## src/rtl/mem_arbiter.sv

```systemverilog
// mem_arbiter: arbitrates a single-ported RAM between an instruction cache and a
// data cache. Dcache wins simultaneous requests from IDLE unless the icache has
// been passed over STARVE_LIMIT times in a row, in which case icache is forced.
// Grants are never preempted; each grant ends on one ACCESS or when its owner
// withdraws the request.
//
// Ports:
//   CLK, nRST                     clock (rising edge), async active-low reset
//   iREN, iaddr                   icache read request and word address
//   iwait, iload                  icache stall (1 = not done) and read data
//   dREN, dWEN, daddr, dstore     dcache read/write request, address, write data
//   dwait, dload                  dcache stall (1 = not done) and read data
//   ramREN, ramWEN                RAM read/write enables
//   ramaddr, ramstore             RAM address and write data
//   ramload, ramstate             RAM read data and status (FREE/BUSY/ACCESS/ERROR)
module mem_arbiter #(
   parameter int unsigned STARVE_LIMIT = 4
) (
   input  logic        CLK,
   input  logic        nRST,
   input  logic        iREN,
   input  logic [31:0] iaddr,
   output logic        iwait,
   output logic [31:0] iload,
   input  logic        dREN,
   input  logic        dWEN,
   input  logic [31:0] daddr,
   input  logic [31:0] dstore,
   output logic        dwait,
   output logic [31:0] dload,
   output logic        ramREN,
   output logic        ramWEN,
   output logic [31:0] ramaddr,
   output logic [31:0] ramstore,
   input  logic [31:0] ramload,
   input  logic [1:0]  ramstate
);

   localparam logic [1:0] RAM_ACCESS = 2'd2;
   localparam logic [2:0] LIMIT      = 3'(STARVE_LIMIT);

   typedef enum logic [1:0] {
      IDLE,
      IGRANT,
      DGRANT
   } state_t;

   state_t     state_q, state_d;
   logic [2:0] starve_q, starve_d;
   logic       d_req;

   assign d_req = dREN | dWEN;

   always_ff @(posedge CLK or negedge nRST) begin
      if (!nRST) begin
         state_q  <= IDLE;
         starve_q <= 3'd0;
      end else begin
         state_q  <= state_d;
         starve_q <= starve_d;
      end
   end

   // Outputs are decoded from the registered state, so an async reset forces
   // them to their idle values immediately.
   always_comb begin
      state_d  = state_q;
      starve_d = starve_q;
      ramREN   = 1'b0;
      ramWEN   = 1'b0;
      ramaddr  = 32'd0;
      ramstore = 32'd0;
      iwait    = 1'b1;
      dwait    = 1'b1;
      iload    = 32'd0;
      dload    = 32'd0;

      case (state_q)
         IDLE: begin
            if (iREN && d_req) begin
               state_d = (starve_q == LIMIT) ? IGRANT : DGRANT;
            end else if (d_req) begin
               state_d = DGRANT;
            end else if (iREN) begin
               state_d = IGRANT;
            end
         end

         IGRANT: begin
            iload = ramload;
            if (iREN) begin
               ramREN  = 1'b1;
               ramaddr = iaddr;
               if (ramstate == RAM_ACCESS) begin
                  iwait    = 1'b0;
                  state_d  = IDLE;
                  starve_d = 3'd0;
               end
            end else begin
               // Owner withdrew: release the RAM without a completion.
               state_d = IDLE;
            end
         end

         DGRANT: begin
            dload = ramload;
            if (d_req) begin
               ramWEN   = dWEN;
               ramREN   = dREN & ~dWEN;
               ramaddr  = daddr;
               ramstore = dstore;
               if (ramstate == RAM_ACCESS) begin
                  dwait   = 1'b0;
                  state_d = IDLE;
                  if (!iREN) begin
                     starve_d = 3'd0;
                  end else if (starve_q < LIMIT) begin
                     starve_d = starve_q + 3'd1;
                  end
               end
            end else begin
               state_d = IDLE;
            end
         end

         default: state_d = IDLE;
      endcase
   end

endmodule

```

## config.mk

```make
export PLATFORM = sky130hd
export DESIGN_NAME = mem_arbiter
export DESIGN_NICKNAME = d
export VERILOG_FILES = /design/src/rtl/mem_arbiter.sv
export SDC_FILE = /design/constraint.sdc
export NUM_CORES = 1
export LEC_CHECK = 0
export CAP_MARGIN = 10
export CORE_AREA = 2 2 102 104
export CTS_CLUSTER_DIAMETER = 150
export DETAILED_ROUTE_END_ITERATION = 10
export DIE_AREA = 0 0 104 106
export PLACE_DENSITY = 0.66
export SETUP_SLACK_MARGIN = 0.4
export SYNTH_ARGS = -nofsm -noshare
export SYNTH_HDL_FRONTEND = slang
export SYNTH_SLANG_ARGS = --single-unit
```

## constraint.sdc

```tcl
create_clock -name CLK -period 1.55 [get_ports CLK]
set_input_delay 0.155 -clock CLK [delete_from_list [all_inputs] [get_ports CLK]]
set_output_delay 0.155 -clock CLK [all_outputs]
set_load 0.005 [all_outputs]
```

**After elaboration in Yosys (flattened, before gate mapping)**

Cells that the tools add are included.

- Register bits: 5
- Bits in latches: 0
- RAM bits: 0
- Memory bits (read-only): 0
- Bits of input ports: 135
- Memories: 0

- Add/sub/neg operators: 1
- Multipliers: 0
- Divide/modulo/power cells: 0
- Magnitude comparators: 1
- Eq/ne operators: 10
- Shift operators: 0
- Muxes and demuxes: 32
- Bitwise gates (word level): 3
- Reduce and logical (&&, ||, !) cells: 4

Operator list:

| kind | number |
|---|---|
| $mux W32 | 6 |
| $pmux W32 S2 | 1 |
| $mux W3 | 6 |
| $mux W2 | 7 |
| $mux W1 | 9 |
| $ne A2 B2 Y1 const B | 4 |
| $pmux W2 S3 | 1 |
| $pmux W3 S2 | 1 |
| $reduce_and A6 Y1 | 1 |
| $eq A2 B2 Y1 const B | 2 |
| $ne A4 B4 Y1 const B | 1 |
| $add A3 B1 Y3 const B | 1 |
| $eq A3 B3 Y1 const B | 1 |
| $lt A3 B3 Y1 const B | 1 |
| $ne A3 B3 Y1 const B | 1 |
| $eq A2 B1 Y1 const B | 1 |
| $logic_not A2 Y1 | 1 |
| $pmux W1 S2 | 1 |
| $reduce_bool A2 Y1 | 1 |
| $and A1 B1 Y1 | 1 |
| $logic_and A1 B1 Y1 | 1 |
| $not A1 Y1 | 1 |
| $or A1 B1 Y1 | 1 |

**Logic depth before layout (Yosys ltp)**

Gate-level depths: netlist of the first run.

- Depth after elaboration: 6
- Mapped depth: 7
- Gate-level depth less buffers: 5

**Least setup slack after synthesis of the first run**

Ideal clock, no wire load.

- Path type: flip-flop to output port
- Start point: register state_q[1]
- End point: output ramaddr[10]
- Arrival time: 1.370 ns
- Path slack: 0.025 ns
- Cell stages (with the launch flop): 8
- Buffers on the path: 2
- Path through: dfrtp_1 inv_1 ha_1 and2_1 buf_6 buf_4 a22oi_1 nor2b_1

- Longest elaborated chain between the ends: 2

RTL lines:

| element | RTL line | RTL |
|---|---|---|
| from (decl) | 48 | `state_t state_q, state_d;` |
| from (signal assigned) | 59 | `state_q <= state_d;` |
| $eq A2 B2 Y1 / $eq A2 B1 Y1 (equally long branches) | 78 | `case (state_q)` |
| $pmux W32 S2 (*) | 78 |  |
| to (decl) | 33 | `output logic [31:0] ramaddr,` |

Mark *: on every way between the ends. The rest lies on a longest branch, timed or not.

**Final worst setup path of the first run**

- Start point: register state_q[0]
- End point: output ramaddr[27]

The elaborated chain is that of the path after synthesis.

==> flow_summary.yaml, run 1 <==
final_layout:
  antenna_cells: 0
  layout.nets: 689
  drive_above_1_share: 0.5192
  fillers: 939
  syn2layout_area_growth_pct: 232.8
  post-route-cell-area_um2: 5450
floorplanning:
  ios: 267
  die_h_um: 106
  start_util: 0.1638
  coreArea_um2: 10000
  die_area_um2: 11020
  rows: 37
  die_x_um: 104
critical_path:
  path_delay_family: "buffers and inverters"
  arrival_ns: 1.75
  r2r_end: "state_q[0]"
  cp-endpoint: "ramaddr[27]"
  end_kind: "output pin"
  crit_path_max_fanout: 6
  slowest_stage: "dfrtp_1"
  start_kind: "flip-flop"
  crit_required_ns: 1.39
  crit_path_cell_trace: "buf_6, ha_4, and2_4, buf_16, buf_8, a22oi_2, nor2b_1, buf_2"
  ff2ff_path_depth: 8
  cpPeakStageDelay_ns: 0.39
  cp.buffers_inverters: 4
  crit_cells: 8
  critPathKind: "reg2out"
  reg2reg_slack_ns: -0.20
  worstReg2RegStart: "state_q[0]"
  cp-startpoint: "state_q[0]"
clock_tree:
  cts_buffers: 3
  clk_latency_ns: 0.22
  clk_path_buf_depth: 2
  cts_hold_buf: 0
  cts-root-buf: "clkbuf_8"
  clock_sinks: 5
  cts_max_level: 1
  cts_tree: "built"
  path_clk_slew_ns: 0.03
synth:
  syn_area_um2: 1638
  synth_cells: 234
  synthXorXnorAreaFrac: 0
  avgSynthCellArea_um2: 6.999
  synth_cell_types: 29
  async_flop_share: 1.000
  synth_fp_nets: 375
  synth_compound_area_frac: 0.2017
  ys_seq_area_frac: 0.07639
  synthFlopType: "dfrtp_1"
  yosysTopAreaCellShare: 0.3705
  synth_fa_ha_area_frac: 0.04584
  yosys_warnings: 0
  synth.most_common_cell: "and2_1"
  synth-edff-count: 0
  ys_seq_elements: 5
  synthMuxAreaShare: 0.01833
  synth_top_family_by_area: "simple AND/OR/NAND/NOR gates"
  synth_area_leaders: "and2_1 37%, a22oi_1 15%, nor2b_1 13%, dfrtp_1 7.6%, ha_1 4.6%"
  synth-simple-area-share: 0.5607
  yosys.area.top_type: "and2_1"
  yosys-top-cells-count: "97 x and2_1, 35 x nor2b_1, 32 x a22oi_1"
power_and_ir_drop:
  p_per_area_nw_per_um2: 1392
  p_leak_nw: 2.426
  p_total_w: 0.007585
  ir_drop_mv: 0.8091
sta:
  worst_slack_ns: -0.3508
  max-slew-margin-rel: 0.7360
  fmax_ghz: 0.5261
  whs_ns: 0.1574
  hold_viol: 0
  min_period_ns: 1.901
  finalCritPeriodShare: 1.226
  rsz0062_at_grt: "yes"
  setup_viol_count_final: 111
  worst_pin_slew_ns: 0.3904
  slew_viol_final: 0
  final.setup.tns_ns: -24.56
  finClkSkew_ns: 0.0007928
global_routing:
  grt_pass1_vias: 2910
  use_met1: 0.2821
  grt_max_degree: 34
  grt_busiest_layer: "met2"
  grt_antenna_before_repair: 1
  grt_pass1_wl_um: 17910
  gr-usage-all-layers: 0.2102
  grt_overflow: 0
  grtUsageMet3: 0.04966
  grt_util_met2: 0.3557
detailed_routing:
  drc: 0
  wl_per_cell_um: 18.84
  drt-initial-drc-count: 93
  vias: 2960
  avgViaCountPerCell: 4.334
  wl_um: 12870
  drtAntennaViolNets: 0
  dr.pass1.iters: 4
run_status:
  violations: "negative setup slack"
  status: "finished with violations"
hold_path:
  hold_path_class: "in2async"
placed_design:
  placed_area_um2: 4549
  globalplace.congestion: 0.7779
  dp_slack_ns: -0.4009
  place.port_buffers: 266
  dpl.hpwl_um: 8651
flow_run:
  max_cap_violations: 0
## logic make-up (layout without fill, tap and decap cells)
family | after synthesis | count (layout)
simple gates | 147 | 147
fa+ha+maj | 6 | 6
buf+inv | 31 | 344
compound gates | 42 | 42
flops | 5 | 5
mux | 3 | 3
## cell usage in the layout, fill, tap and decap left out, drive strengths merged, types with 3 or more instances in the layout
| cell | instances |
|---|---|
| clkdlybuf4s50 | 147 |
| buf | 136 |
| and2 | 97 |
| clkbuf | 47 |
| nor2b | 35 |
| a22oi | 32 |
| inv | 9 |
| ha | 6 |
| dfrtp | 5 |
| nand2 | 5 |
| nand3 | 3 |
| dlymetal6s2s | 3 |
| mux2i | 3 |
## metrics by stage
stage	instances	util
2_1_floorplan	234	-
3_3_place_gp	634	0.4550
3_5_place_dp	634	0.4550
4_1_cts	666	0.5218
5_1_grt	683	0.5450
6_report	683	0.5450
## area by class of cell
type | count | area (µm²) | area share
timing repair buffer | 331 | 3316 | 0.6084
multi-input combinational | 198 | 1760 | 0.3230
tap | 136 | 170.2 | 0.03122
sequential | 5 | 125.1 | 0.02296
clock buffer | 4 | 45.04 | 0.008264
inverter | 9 | 33.78 | 0.006198
## how the worst min path moves through the flow
stage	start	end	cells after the start
after global routing	nRST	starve_q[2]	1
after floorplan	nRST	starve_q[0]	0
after detailed placement	nRST	starve_q[2]	1
final	nRST	starve_q[2]	1
after global placement	nRST	starve_q[2]	1
after CTS	nRST	starve_q[2]	1
## registers in the layout, summed over array words and instances (netlist names)
name,count
starve_q,3
state_q,2
## routing by layer
layer	up-vias	share of wire
met1	1400	0.45
met5	-	0.0010
met4	2	0.0033
met3	6	0.071
met2	142	0.48
li1	1410	-
## report_power, final
group | leakage, nW | internal (W) | total, W | switching [W]
sequential | 0.0650 | 0.000194 | 0.000249 | 0.0000551
combinational | 2.34 | 0.00440 | 0.00710 | 0.00270
clock | 0.0228 | 0.000176 | 0.000240 | 0.0000635
## what timing repair did
| item | CTS | global route |
|---|---|---|
| endpoints found under the setup margin | 137 | 137 |
| gates cloned | 8 | 3 |
| resized for setup | 396 | 181 |
| buffers inserted | 20 | 14 |
| pin swaps | 29 | 25 |
Power figures use the tool's default switching activity.
==> run 2: changes to the inputs <==
--- a/config.mk
+++ b/config.mk
@@ -5,6 +5,7 @@
 export SDC_FILE = /design/constraint.sdc
 export NUM_CORES = 1
 export LEC_CHECK = 0
+export ABC_CLOCK_PERIOD_IN_PS = 1550
 export CAP_MARGIN = 10
 export CORE_AREA = 2 2 102 104
 export CTS_CLUSTER_DIAMETER = 150
==> results of run 2 <==
Final layout, timing and power as in run 1 (identical DEF).
==> run 3: changes to the inputs <==
--- a/config.mk
+++ b/config.mk
@@ -11,7 +11,7 @@
 export CTS_CLUSTER_DIAMETER = 150
 export DETAILED_ROUTE_END_ITERATION = 10
 export DIE_AREA = 0 0 104 106
-export PLACE_DENSITY = 0.66
+export PLACE_DENSITY = 0.69
 export SETUP_SLACK_MARGIN = 0.4
 export SYNTH_ARGS = -nofsm -noshare
 export SYNTH_HDL_FRONTEND = slang
==> run 3 against run 2 <==
  * The flow still finishes with violations (negative setup slack)
  * Sequential power is 3% lower
  * Clock skew is 0.00089 ns higher
  * Non-clock buffer count is 12 lower
  * Total power is 0.68% lower
==> flow_summary.yaml, run 3 (synthesized netlist as in run 1, its figures left out) <==
critical_path:
  cpPeakStageDelay_ns: 0.39
  crit_top_cell: "buf_6"
  crit_path_cell_trace: "buf_6, ha_4, o21a_4, buf_6, buf_12, buf_8, a22oi_2, nor2b_1, buf_2"
  end_kind: "output pin"
  critPathKind: "reg2out"
  crit_required_ns: 1.39
  arrival_ns: 1.74
  crit_path_max_fanout: 4
  slowest_stage: "dfrtp_1"
  start_kind: "flip-flop"
floorplanning:
  ios: 267
  die_h_um: 106
  die_area_um2: 11020
  rows: 37
  coreArea_um2: 10000
  die_x_um: 104
  start_util: 0.1638
final_layout:
  layout_commonest_cell: "clkdlybuf4s50_1"
  syn2layout_area_growth_pct: 233.7
  largest-register: "starve_q"
  largest_register_ffs: 3
  layout.nets: 677
  top_regs: "starve_q: 3 flops, state_q: 2 flops"
  post-route-cell-area_um2: 5465
  drive_above_1_share: 0.4075
  antenna_cells: 0
  final_cell_mix: "166 x clkdlybuf4s50_1, 64 x and2_1, 43 x buf_6"
sta:
  finClkSkew_ns: 0.001685
  worst_pin_slew_ns: 0.4174
  final.setup.tns_ns: -34.45
  min_period_ns: 1.891
  fmax_ghz: 0.5289
  setup_viol_count_final: 137
  max-slew-margin-rel: 0.7178
  slew_viol_final: 0
  rsz0062_at_grt: "yes"
  worst_slack_ns: -0.3406
  hold_viol: 0
  finalCritPeriodShare: 1.220
  whs_ns: 0.1614
run_status:
  violations: "negative setup slack"
  status: "finished with violations"
power_and_ir_drop:
  pwr-share-seq: 0.032
  power.share.clock: 0.031
  p_per_area_nw_per_um2: 1378
  ir_drop_mv: 0.6659
  p_total_w: 0.007533
  p_comb_frac: 0.937
  p_sw_w: 0.002726
  p_int_w: 0.004807
  p_sw_frac: 0.3619
  p_leak_nw: 2.340
detailed_routing:
  drc: 0
  vias: 2885
  dr.pass1.iters: 4
  wl_um: 11730
  avgViaCountPerCell: 4.300
  drtAntennaViolNets: 0
  wl_per_cell_um: 17.48
  drt-initial-drc-count: 67
clock_tree:
  clk_path_buf_depth: 2
  cts_hold_buf: 0
  cts-root-buf: "clkbuf_8"
  clock_sinks: 5
  clk_latency_ns: 0.22
  cts_buffers: 3
  cts_tree: "built"
  path_clk_slew_ns: 0.03
  cts_max_level: 1
global_routing:
  grt_antenna_before_repair: 0
  gr-usage-all-layers: 0.1940
  grt_max_degree: 34
  grt_overflow: 0
  grt_pass1_vias: 2915
  grt_pass1_wl_um: 16970
placed_design:
  place.port_buffers: 266
  placed_area_um2: 4527
  dpl.hpwl_um: 7933
  globalplace.congestion: 0.8485
  dp_slack_ns: -0.4429
flow_run:
  max_cap_violations: 0
hold_path:
  hold_path_class: "in2async"
[run 3: area by class of cell]
| type | instances | area (µm²) |
|---|---|---|
| clock buffers | 4 | 45.04 |
| well taps | 136 | 170.2 |
| inverters | 9 | 33.78 |
| repair buffers | 319 | 3397 |
| fillers | 954 | 4534 |
| flip-flops and latches | 5 | 125.1 |
| multi-input cells | 198 | 1694 |
[run 3: repair_timing]
action | in CTS | in global routing
resized for setup | 404 | 78
gates cloned | 14 | 1
pin swaps | 46 | 25
endpoints found under the setup margin | 137 | 137
buffers inserted | 16 | 5
[run 3: routing by layer]
| layer | wire length (µm) | track usage |
|---|---|---|
| met5 | 0 | 0 |
| met4 | 34 | 0.02317 |
| met3 | 598 | 0.03311 |
| met2 | 6203 | 0.3689 |
| met1 | 4890 | 0.2339 |
[run 3: path summary, 6_finish.rpt]
path	startpoint	to	slack, ns	depth (start not counted)
min in group CLK	starve_q[1]	starve_q[1]	0.57	2
max	state_q[1]	ramaddr[0]	-0.34	9
min reg2reg	starve_q[1]	starve_q[1]	0.57	2
max in group asynchronous	nRST	starve_q[0]	1.20	1
max reg2reg	state_q[0]	starve_q[1]	-0.25	8
min	nRST	state_q[1]	0.16	1
[run 3: worst max-delay path: cells and delay by family, from the launching register on]
kind,cells,cell delay (ns)
adder cells (fa/ha/maj),1,0.16
AO/OA/AOI/OAI,2,0.25
AND/OR/NAND/NOR,1,0.07
flip-flops,1,0.39
buffers and inverters,5,0.66
[run 3: per-stage QoR]
step	std cells	utilization
2_1_floorplan	234	-
3_3_place_gp	631	0.4527
3_5_place_dp	631	0.4527
4_1_cts	665	0.5204
5_1_grt	671	0.5465
6_report	671	0.5465
[run 3: power by group through the flow]
stage / Sequential (W) / Combinational [W] / Clock (W)
after floorplan: 0.000241 / 0.00196 / 0
after global placement: 0.000242 / 0.00463 / 0
after detailed placement: 0.000246 / 0.00469 / 0
after CTS: 0.000238 / 0.00636 / 0.000246
after global routing: 0.000250 / 0.00745 / 0.000255
final: 0.000241 / 0.00706 / 0.000236
